--- src/rtl/nonce_result_scanner.sv ---
`default_nettype none
// ============================================================================
// Module   : nonce_result_scanner
// Brief    : Reads back NUM_NONCE H0 words over the shared single-port memory,
//            tracks the smallest H0 and its nonce, and counts H0 < target.
//            Optional macro SCAN_WRITEBACK_EN adds a 2-word result writeback.
// Revision : 1.0 - initial release
// ============================================================================
module nonce_result_scanner #(
  parameter int NUM_NONCE = 16,
  parameter int ADDR_W    = 16
) (
  input  logic              clk,
  input  logic              reset_n,
  input  logic              start,
  input  logic [ADDR_W-1:0] hash_addr,
  input  logic [ADDR_W-1:0] result_addr,
  input  logic [31:0]       target,
  output logic              done,
  output logic              found,
  output logic [7:0]        hit_count,
  output logic [7:0]        best_nonce,
  output logic [31:0]       best_hash,
  output logic              mem_clk,
  output logic              mem_we,
  output logic [ADDR_W-1:0] mem_addr,
  output logic [31:0]       mem_write_data,
  input  logic [31:0]       mem_read_data
);

  localparam int               IDX_W           = 9;
  localparam logic [IDX_W-1:0] C_LAST_IDX      = IDX_W'(NUM_NONCE);
  localparam logic [IDX_W-1:0] C_LAST_ADDR_IDX = IDX_W'(NUM_NONCE - 1);

  typedef enum logic [1:0] {
    S_IDLE  = 2'd0,
    S_READ  = 2'd1,
    S_WRITE = 2'd2,
    S_DONE  = 2'd3
  } state_t;

  state_t             r_state;
  state_t             w_state_nxt;
  logic [IDX_W-1:0]   r_idx;
  logic [ADDR_W-1:0]  r_hash_base;
  logic [ADDR_W-1:0]  r_mem_addr;
  logic [31:0]        r_target;
  logic               r_done;
  logic               r_found;
  logic [7:0]         r_hit_count;
  logic [7:0]         r_best_nonce;
  logic [31:0]        r_best_hash;

  logic               w_scan_cmp;
  logic               w_last_read;
  logic               w_word_better;
  logic               w_word_hit;
  logic [7:0]         w_cur_nonce;
  logic [31:0]        w_best_hash_nxt;
  logic [7:0]         w_best_nonce_nxt;
  logic [7:0]         w_hit_count_nxt;
  logic               w_found_nxt;

`ifdef SCAN_WRITEBACK_EN
  logic [ADDR_W-1:0]  r_result_base;
  logic               r_mem_we;
  logic [31:0]        r_mem_write_data;
`else
  logic               w_unused_result_addr;
  assign w_unused_result_addr = ^result_addr;
`endif

  assign mem_clk = clk;

  // --------------------------------------------------------------------------
  // FSM state register
  // --------------------------------------------------------------------------
  always_ff @(posedge clk or negedge reset_n) begin
    if (!reset_n) begin
      r_state <= S_IDLE;
    end else begin
      r_state <= w_state_nxt;
    end
  end

  // --------------------------------------------------------------------------
  // FSM next state and per-state decode
  // --------------------------------------------------------------------------
  always_comb begin
    w_state_nxt = r_state;
    w_scan_cmp  = 1'b0;
    w_last_read = 1'b0;
    unique case (r_state)
      S_IDLE: begin
        if (start) begin
          w_state_nxt = S_READ;
        end
      end
      S_READ: begin
        // Index 0 only issues an address; data for word j-1 arrives at index j.
        w_scan_cmp  = (r_idx != '0);
        w_last_read = (r_idx == C_LAST_IDX);
        if (w_last_read) begin
`ifdef SCAN_WRITEBACK_EN
          w_state_nxt = S_WRITE;
`else
          w_state_nxt = S_DONE;
`endif
        end
      end
      S_WRITE: begin
        if (r_idx[0]) begin
          w_state_nxt = S_DONE;
        end
      end
      S_DONE: begin
        w_state_nxt = S_IDLE;
      end
      default: begin
        w_state_nxt = S_IDLE;
      end
    endcase
  end

  // --------------------------------------------------------------------------
  // Compare datapath
  // --------------------------------------------------------------------------
  assign w_cur_nonce      = 8'(r_idx - IDX_W'(1));
  assign w_word_better    = w_scan_cmp && (mem_read_data < r_best_hash);
  assign w_word_hit       = w_scan_cmp && (mem_read_data < r_target);
  assign w_best_hash_nxt  = w_word_better ? mem_read_data : r_best_hash;
  assign w_best_nonce_nxt = w_word_better ? w_cur_nonce : r_best_nonce;
  assign w_hit_count_nxt  = (w_word_hit && (r_hit_count != 8'hFF)) ?
                            (r_hit_count + 8'd1) : r_hit_count;
  assign w_found_nxt      = r_found | w_word_hit;

  // --------------------------------------------------------------------------
  // Datapath and memory-port registers
  // --------------------------------------------------------------------------
  always_ff @(posedge clk or negedge reset_n) begin
    if (!reset_n) begin
      r_idx            <= '0;
      r_hash_base      <= '0;
      r_mem_addr       <= '0;
      r_target         <= '0;
      r_done           <= 1'b0;
      r_found          <= 1'b0;
      r_hit_count      <= 8'd0;
      r_best_nonce     <= 8'd0;
      r_best_hash      <= 32'hFFFF_FFFF;
`ifdef SCAN_WRITEBACK_EN
      r_result_base    <= '0;
      r_mem_we         <= 1'b0;
      r_mem_write_data <= 32'd0;
`endif
    end else begin
      unique case (r_state)
        S_IDLE: begin
          if (start) begin
            r_hash_base   <= hash_addr;
            r_target      <= target;
            r_done        <= 1'b0;
            r_found       <= 1'b0;
            r_hit_count   <= 8'd0;
            r_best_nonce  <= 8'd0;
            r_best_hash   <= 32'hFFFF_FFFF;
            r_idx         <= '0;
            // First word address goes out now so its data lands at index 1.
            r_mem_addr    <= hash_addr;
`ifdef SCAN_WRITEBACK_EN
            r_result_base <= result_addr;
`endif
          end
        end
        S_READ: begin
          r_best_hash  <= w_best_hash_nxt;
          r_best_nonce <= w_best_nonce_nxt;
          r_hit_count  <= w_hit_count_nxt;
          r_found      <= w_found_nxt;
          if (w_last_read) begin
            r_idx <= '0;
          end else begin
            r_idx <= r_idx + IDX_W'(1);
          end
          if (r_idx < C_LAST_ADDR_IDX) begin
            r_mem_addr <= r_hash_base + ADDR_W'(r_idx + IDX_W'(1));
          end
`ifdef SCAN_WRITEBACK_EN
          if (w_last_read) begin
            r_mem_we         <= 1'b1;
            r_mem_addr       <= r_result_base;
            r_mem_write_data <= w_best_hash_nxt;
          end
`endif
        end
        S_WRITE: begin
`ifdef SCAN_WRITEBACK_EN
          r_idx <= r_idx + IDX_W'(1);
          if (!r_idx[0]) begin
            r_mem_addr       <= r_result_base + ADDR_W'(1);
            r_mem_write_data <= {r_found, 7'b0, r_hit_count, 8'b0, r_best_nonce};
          end else begin
            r_mem_we <= 1'b0;
          end
`endif
        end
        S_DONE: begin
          r_done <= 1'b1;
        end
        default: begin
        end
      endcase
    end
  end

  assign done       = r_done;
  assign found      = r_found;
  assign hit_count  = r_hit_count;
  assign best_nonce = r_best_nonce;
  assign best_hash  = r_best_hash;
  assign mem_addr   = r_mem_addr;

`ifdef SCAN_WRITEBACK_EN
  assign mem_we         = r_mem_we;
  assign mem_write_data = r_mem_write_data;
`else
  assign mem_we         = 1'b0;
  assign mem_write_data = 32'd0;
`endif

endmodule
`default_nettype wire

--- config.mk ---
export PLATFORM = sky130hd
export DESIGN_NAME = nonce_result_scanner
export DESIGN_NICKNAME = d
export VERILOG_FILES = /design/src/rtl/nonce_result_scanner.sv
export SDC_FILE = /design/constraint.sdc
export NUM_CORES = 1
export LEC_CHECK = 0
export BUFFER_PORTS_ARGS = -buffer_cell sky130_fd_sc_hd__clkbuf_2
export CAP_MARGIN = 15
export CORE_MARGIN = 2
export CORE_UTILIZATION = 45
export DETAILED_ROUTE_END_ITERATION = 8
export HOLD_SLACK_MARGIN = 0.02
export PLACE_DENSITY = 0.69
export SLEW_MARGIN = 40
export SYNTH_ARGS = -nofsm -noshare
export SYNTH_HDL_FRONTEND = slang
export SYNTH_SLANG_ARGS = --single-unit
--- constraint.sdc ---
create_clock -name clk -period 7.3 [get_ports clk]
set_input_delay 0.73 -clock clk [delete_from_list [all_inputs] [get_ports clk]]
set_output_delay 0.73 -clock clk [all_outputs]
set_load 0.02 [all_outputs]
* Word level (Yosys, flattened, before mapping)
Cells that the tools add are included.
** Storage, ports and cells
- ROM bits :: 0
- Memories kept :: 0
- Word-level logic and storage cells :: 67
- Output and inout port bits :: 100
- Memory bits (writable) :: 0
- Bits in latches :: 0
- Bits in registers :: 125
** Operators by class
- Order comparisons :: 3
- Shift-type cells :: 0
- $add $sub $neg :: 5
- Multiplexer cells :: 23
- Equal/unequal tests :: 11
- Bitwise operators :: 1
- Multiply operators :: 0
- Divide/modulo/power cells :: 0
- Reductions and logical operators :: 14
** Operator list (count)
- $lt 32x32->1 :: 2
- $mux 32 :: 2
- $pmux 32 s2 :: 1
- $mux 16 :: 2
- $pmux 16 s2 :: 1
- $pmux 8 s2 :: 2
- $mux 8 :: 3
- $mux 9 :: 2
- $pmux 9 s2 :: 1
- $add 16x10->16 :: 1
- $ne 2x2->1 const B :: 6
- $reduce_and 3->1 :: 4
- $add 9x1->10 const B :: 1
- $add 9x1->9 const B :: 1
- $eq 9x5->1 const B :: 1
- $lt 9x4->1 const B :: 1
- $reduce_bool 9->1 :: 1
- $add 8x1->8 const B :: 1
- $ne 8x8->1 const B :: 1
- $pmux 2 s4 :: 1
- $sub 8x1->8 const B :: 1
- $mux 2 :: 3
- $reduce_and 2->1 :: 3
- $eq 2x2->1 const B :: 2
- 7 further kinds :: 13

* Longest topological paths before layout
- Depth after elaboration :: 6
- Gate-level depth with buffers :: 11

==> run_results.csv <==
group,metric,value,unit
power_and_ir_drop,cell_internal_pwr,2330,uW
clock_network,cts-htree-levels,4,
drt,vias_per_cell,5.43,
synthesis,synth_area_leaders,"dfrtp_1 29%, ha_1 13%, dfstp_2 11%",
placement,gp_congestion,0.816,
critical_path,crit_family,"buffers and inverters",
timing,worstMarginPinSlew,0.744,ns
drt,first_pass_iters,4,
power_and_ir_drop,power_frac_comb,45.0,%
timing,slew_headroom,50.4,%
drt,drt_wl_total,19100,um
grt,grt_first_pass_wirelength,31100,um
grt,antenna_found_initial,0,
floorplanning,initial_core_util,46.1,%
drt,drcViolationCount,0,
power_and_ir_drop,powerDensity,412,mW/mm2
grt,grt_pass1_vias,6393,
grt,grt_start_max_net_pins,72,
placement,preCtsSetupSlack,2.79,ns
drt,wl_per_cell,16.2,um
timing,hold_viol,0,
timing,worst_slack,2.37,ns
synthesis,yosys_warnings,0,
clock_network,clock_latency,0.42,ns
finish,diodes,0,
timing,rsz0062_at_grt,"no",
run_status,run_status,"completed",
clock_network,cts_tree,"built",
drt,vias,6402,
drt,drt_iter0_markers,311,
floorplanning,fp.dieW,137,um
finish,fillers,1582,
clock_network,cts.path.max_buffers,2,
synthesis,synth_edf_count,0,
grt,groute.usage.overall,21.0,%
power_and_ir_drop,p_leak,0.00482,uW
power_and_ir_drop,ir_drop,177,uV
floorplanning,coreArea,0.0173,mm2
clock_network,cts_root_buffer,"clkbuf_16",
finish,drive_gt1_share,29.8,%
finish,seq_area,0.00317,mm2
critical_path,cp_data_required_time,6.57,ns
critical_path,timing.rr.start,"best_hash[9]$_DFFE_PN1P_",
timing,maxSlewViolCount,0,
power_and_ir_drop,swShare,40.0,%
critical_path,critPathMaxFanout,16,
timing,finClkSkew,0.00817,ns
hold_path,worstHoldPathType,"input port to asynchronous set/reset pin",
synthesis,synth_top_area_share,29.2,%
clock_network,cts.clk_slew.worst_paths,0.06,ns
synthesis,yosysTopAreaCell,"dfrtp_1",
grt,gr-total-overflow,0,
placement,post_dp_cell_area,0.00878,mm2
floorplanning,pin_count,199,
critical_path,critPathMaxStageDelay,0.20,ns
floorplanning,dieArea,0.0188,mm2
placement,dp_cells,1147,
finish,fin_nets,1121,
placement,dp_hpwl,13800,um
critical_path,cp.buffers_inverters,3,
placement,portBuffers,149,
synthesis,postSynthAreaPerCell,9.91,um2
finish,multi_input_area,0.00426,mm2
synthesis,syn_area,0.00797,mm2
synthesis,yosysUniqueCellTypes,69,
synthesis,postSynthCellCount,804,
critical_path,crit_chain,"clkbuf_16 > clkbuf_16 > clkbuf_2",
clock_network,postCtsResizedCells,0,
critical_path,cp_slowest_cell,"clkbuf_16",
synthesis,ys_async_sr_fraction,100,%
drt,ant_nets,0,
finish,stdcell_area,0.00942,mm2
power_and_ir_drop,power.switching,1550,uW
power_and_ir_drop,power_frac_seq,31.4,%
floorplanning,die_h,137,um
synthesis,ys.flop_type,"dfrtp_1",
finish,area_delta_synth_final,18.3,%
critical_path,r2r-end,"best_hash[2]$_DFFE_PN1P_",
critical_path,start_kind,"clock port",
critical_path,cp.arrival,4.20,ns
clock_network,post_cts_buffers,0,
critical_path,cp-end-kind,"output pin",
finish,final_cells,1179,
flow_run,maxCapViolCount,0,
clock_network,cts_hold_buf,0,
power_and_ir_drop,clkPwrFrac,23.6,%
timing,holdWs,0.330,ns
timing,setup_viol,0,
clock_network,cts_buffers,17,
floorplanning,rows,48,
critical_path,r2r_setup_slack,4.23,ns
synthesis,synth-seq-area-share,39.8,%
timing,finalSetupTns,0,ns
critical_path,cp_common_cell,"clkbuf_16",
critical_path,worst-r2r-cell-count,9,
critical_path,startpoint,"clk",
synthesis,ys_ff_latch,125,
critical_path,path_class,"clock port to output pin",
## synthesized netlist by cell type (4+ instances only)
master / n
dfrtp_1: 93
ha_1: 80
inv_1: 76
mux2_2: 47
nand2_1: 44
a31oi_1: 36
a211oi_1: 35
buf_4: 35
a21oi_1: 32
dfstp_2: 32
o21ai_0: 31
clkbuf_1: 28
nand3_1: 23
a21o_1: 22
nor2_1: 22
nand4_1: 18
mux2i_1: 17
nand2b_1: 10
nor3_1: 10
xnor2_1: 9
and3_1: 8
nor3b_1: 8
and2_1: 6
buf_2: 6
o21a_1: 6
o31ai_1: 4
or3_1: 4
or4_1: 4
xor2_1: 4
## state kept, by name, indices dropped and copies added (netlist names), 2 cells and up
register,flops
r_idx,9
best_hash,32
r_state,2
mem_addr,16
r_target,32
r_hash_base,16
hit_count,8
best_nonce,8
## routing by layer
layer / global-route usage, % / up-vias / wire (um)
met5: 0 / - / 0
met4: 7.16 / 0 / 343
met3: 4.48 / 24 / 1020
met2: 35.6 / 156 / 9180
met1: 26.5 / 3102 / 8530
li1: - / 3120 / -
## worst max path at each step
stage / cells after the start / slack, ns / endpoint
global route: 3 / 2.36 / mem_clk
CTS: 3 / 2.37 / mem_clk
global placement: 1 / 2.79 / mem_clk
detailed placement: 1 / 2.79 / mem_clk
finish: 3 / 2.37 / mem_clk
floorplan: 1 / 2.79 / mem_clk
## cell type report
cell class	count	share of cell area, %
well taps	225	2.99
multi-input cells	565	45.2
flip-flops and latches	125	33.6
repair buffers	155	8.48
clock inverters	9	1.39
inverters	76	3.03
clock buffers	24	5.34
## worst register-to-register path: cells and delay by family (launching register included)
family	cells	cell delay [ns]
AOI/OAI and AO/OA	6	1.78
DFF	1	0.52
buffers and inverters	1	0.05
adders and majority gates	1	0.30
and+or+nand+nor	1	0.33
## kinds of logic (layout without fill, tap and decap cells)
group	Yosys count	count (layout)	synth area share [%]
muxes	65	65	8.97
xor gates and xnor gates	13	13	1.43
buffers and inverters	146	264	8.62
DFF	125	125	39.8
AOI/OAI and AO/OA	196	196	16.3
other	1	33	0.0471
and+or+nand+nor	177	177	12.0
adders and majority gates	81	81	12.8
## placed cells by master, fill, tap and decap left out, types with 4 or more instances in the layout
master,count
a211oi_1,35
a21o_1,22
a21oi_1,32
a31oi_1,36
and2_1,6
and3_1,8
buf_4,7
clkbuf_16,17
clkbuf_2,148
clkbuf_8,5
conb_1,33
dfrtp_1,93
dfstp_2,32
ha_1,80
inv_1,76
mux2_2,47
mux2i_1,17
nand2_1,43
nand2b_1,10
nand3_1,23
nand4_1,18
nor2_1,21
nor3_1,10
nor3b_1,8
o21a_1,6
o21ai_0,31
or3_1,4
or4_1,4
xnor2_1,9
xor2_1,4
## per-stage QoR
step	util, %	total power [uW]
finish	54.5	3880
global route	54.5	4180
CTS	54.4	3920
detailed placement	50.8	3000
global placement	50.8	2950
floorplan	-	2510
## power groups by stage
stage / sequential, uW / clock [uW] / combinational [uW]
6_report: 1220 / 915 / 1750
5_1_grt: 1260 / 957 / 1960
4_1_cts: 1220 / 934 / 1760
3_5_place_dp: 1230 / 12.7 / 1750
3_3_place_gp: 1220 / 12.7 / 1710
2_1_floorplan: 1360 / 16.0 / 1130
No activity file was read; power rests on OpenSTA's default activity.
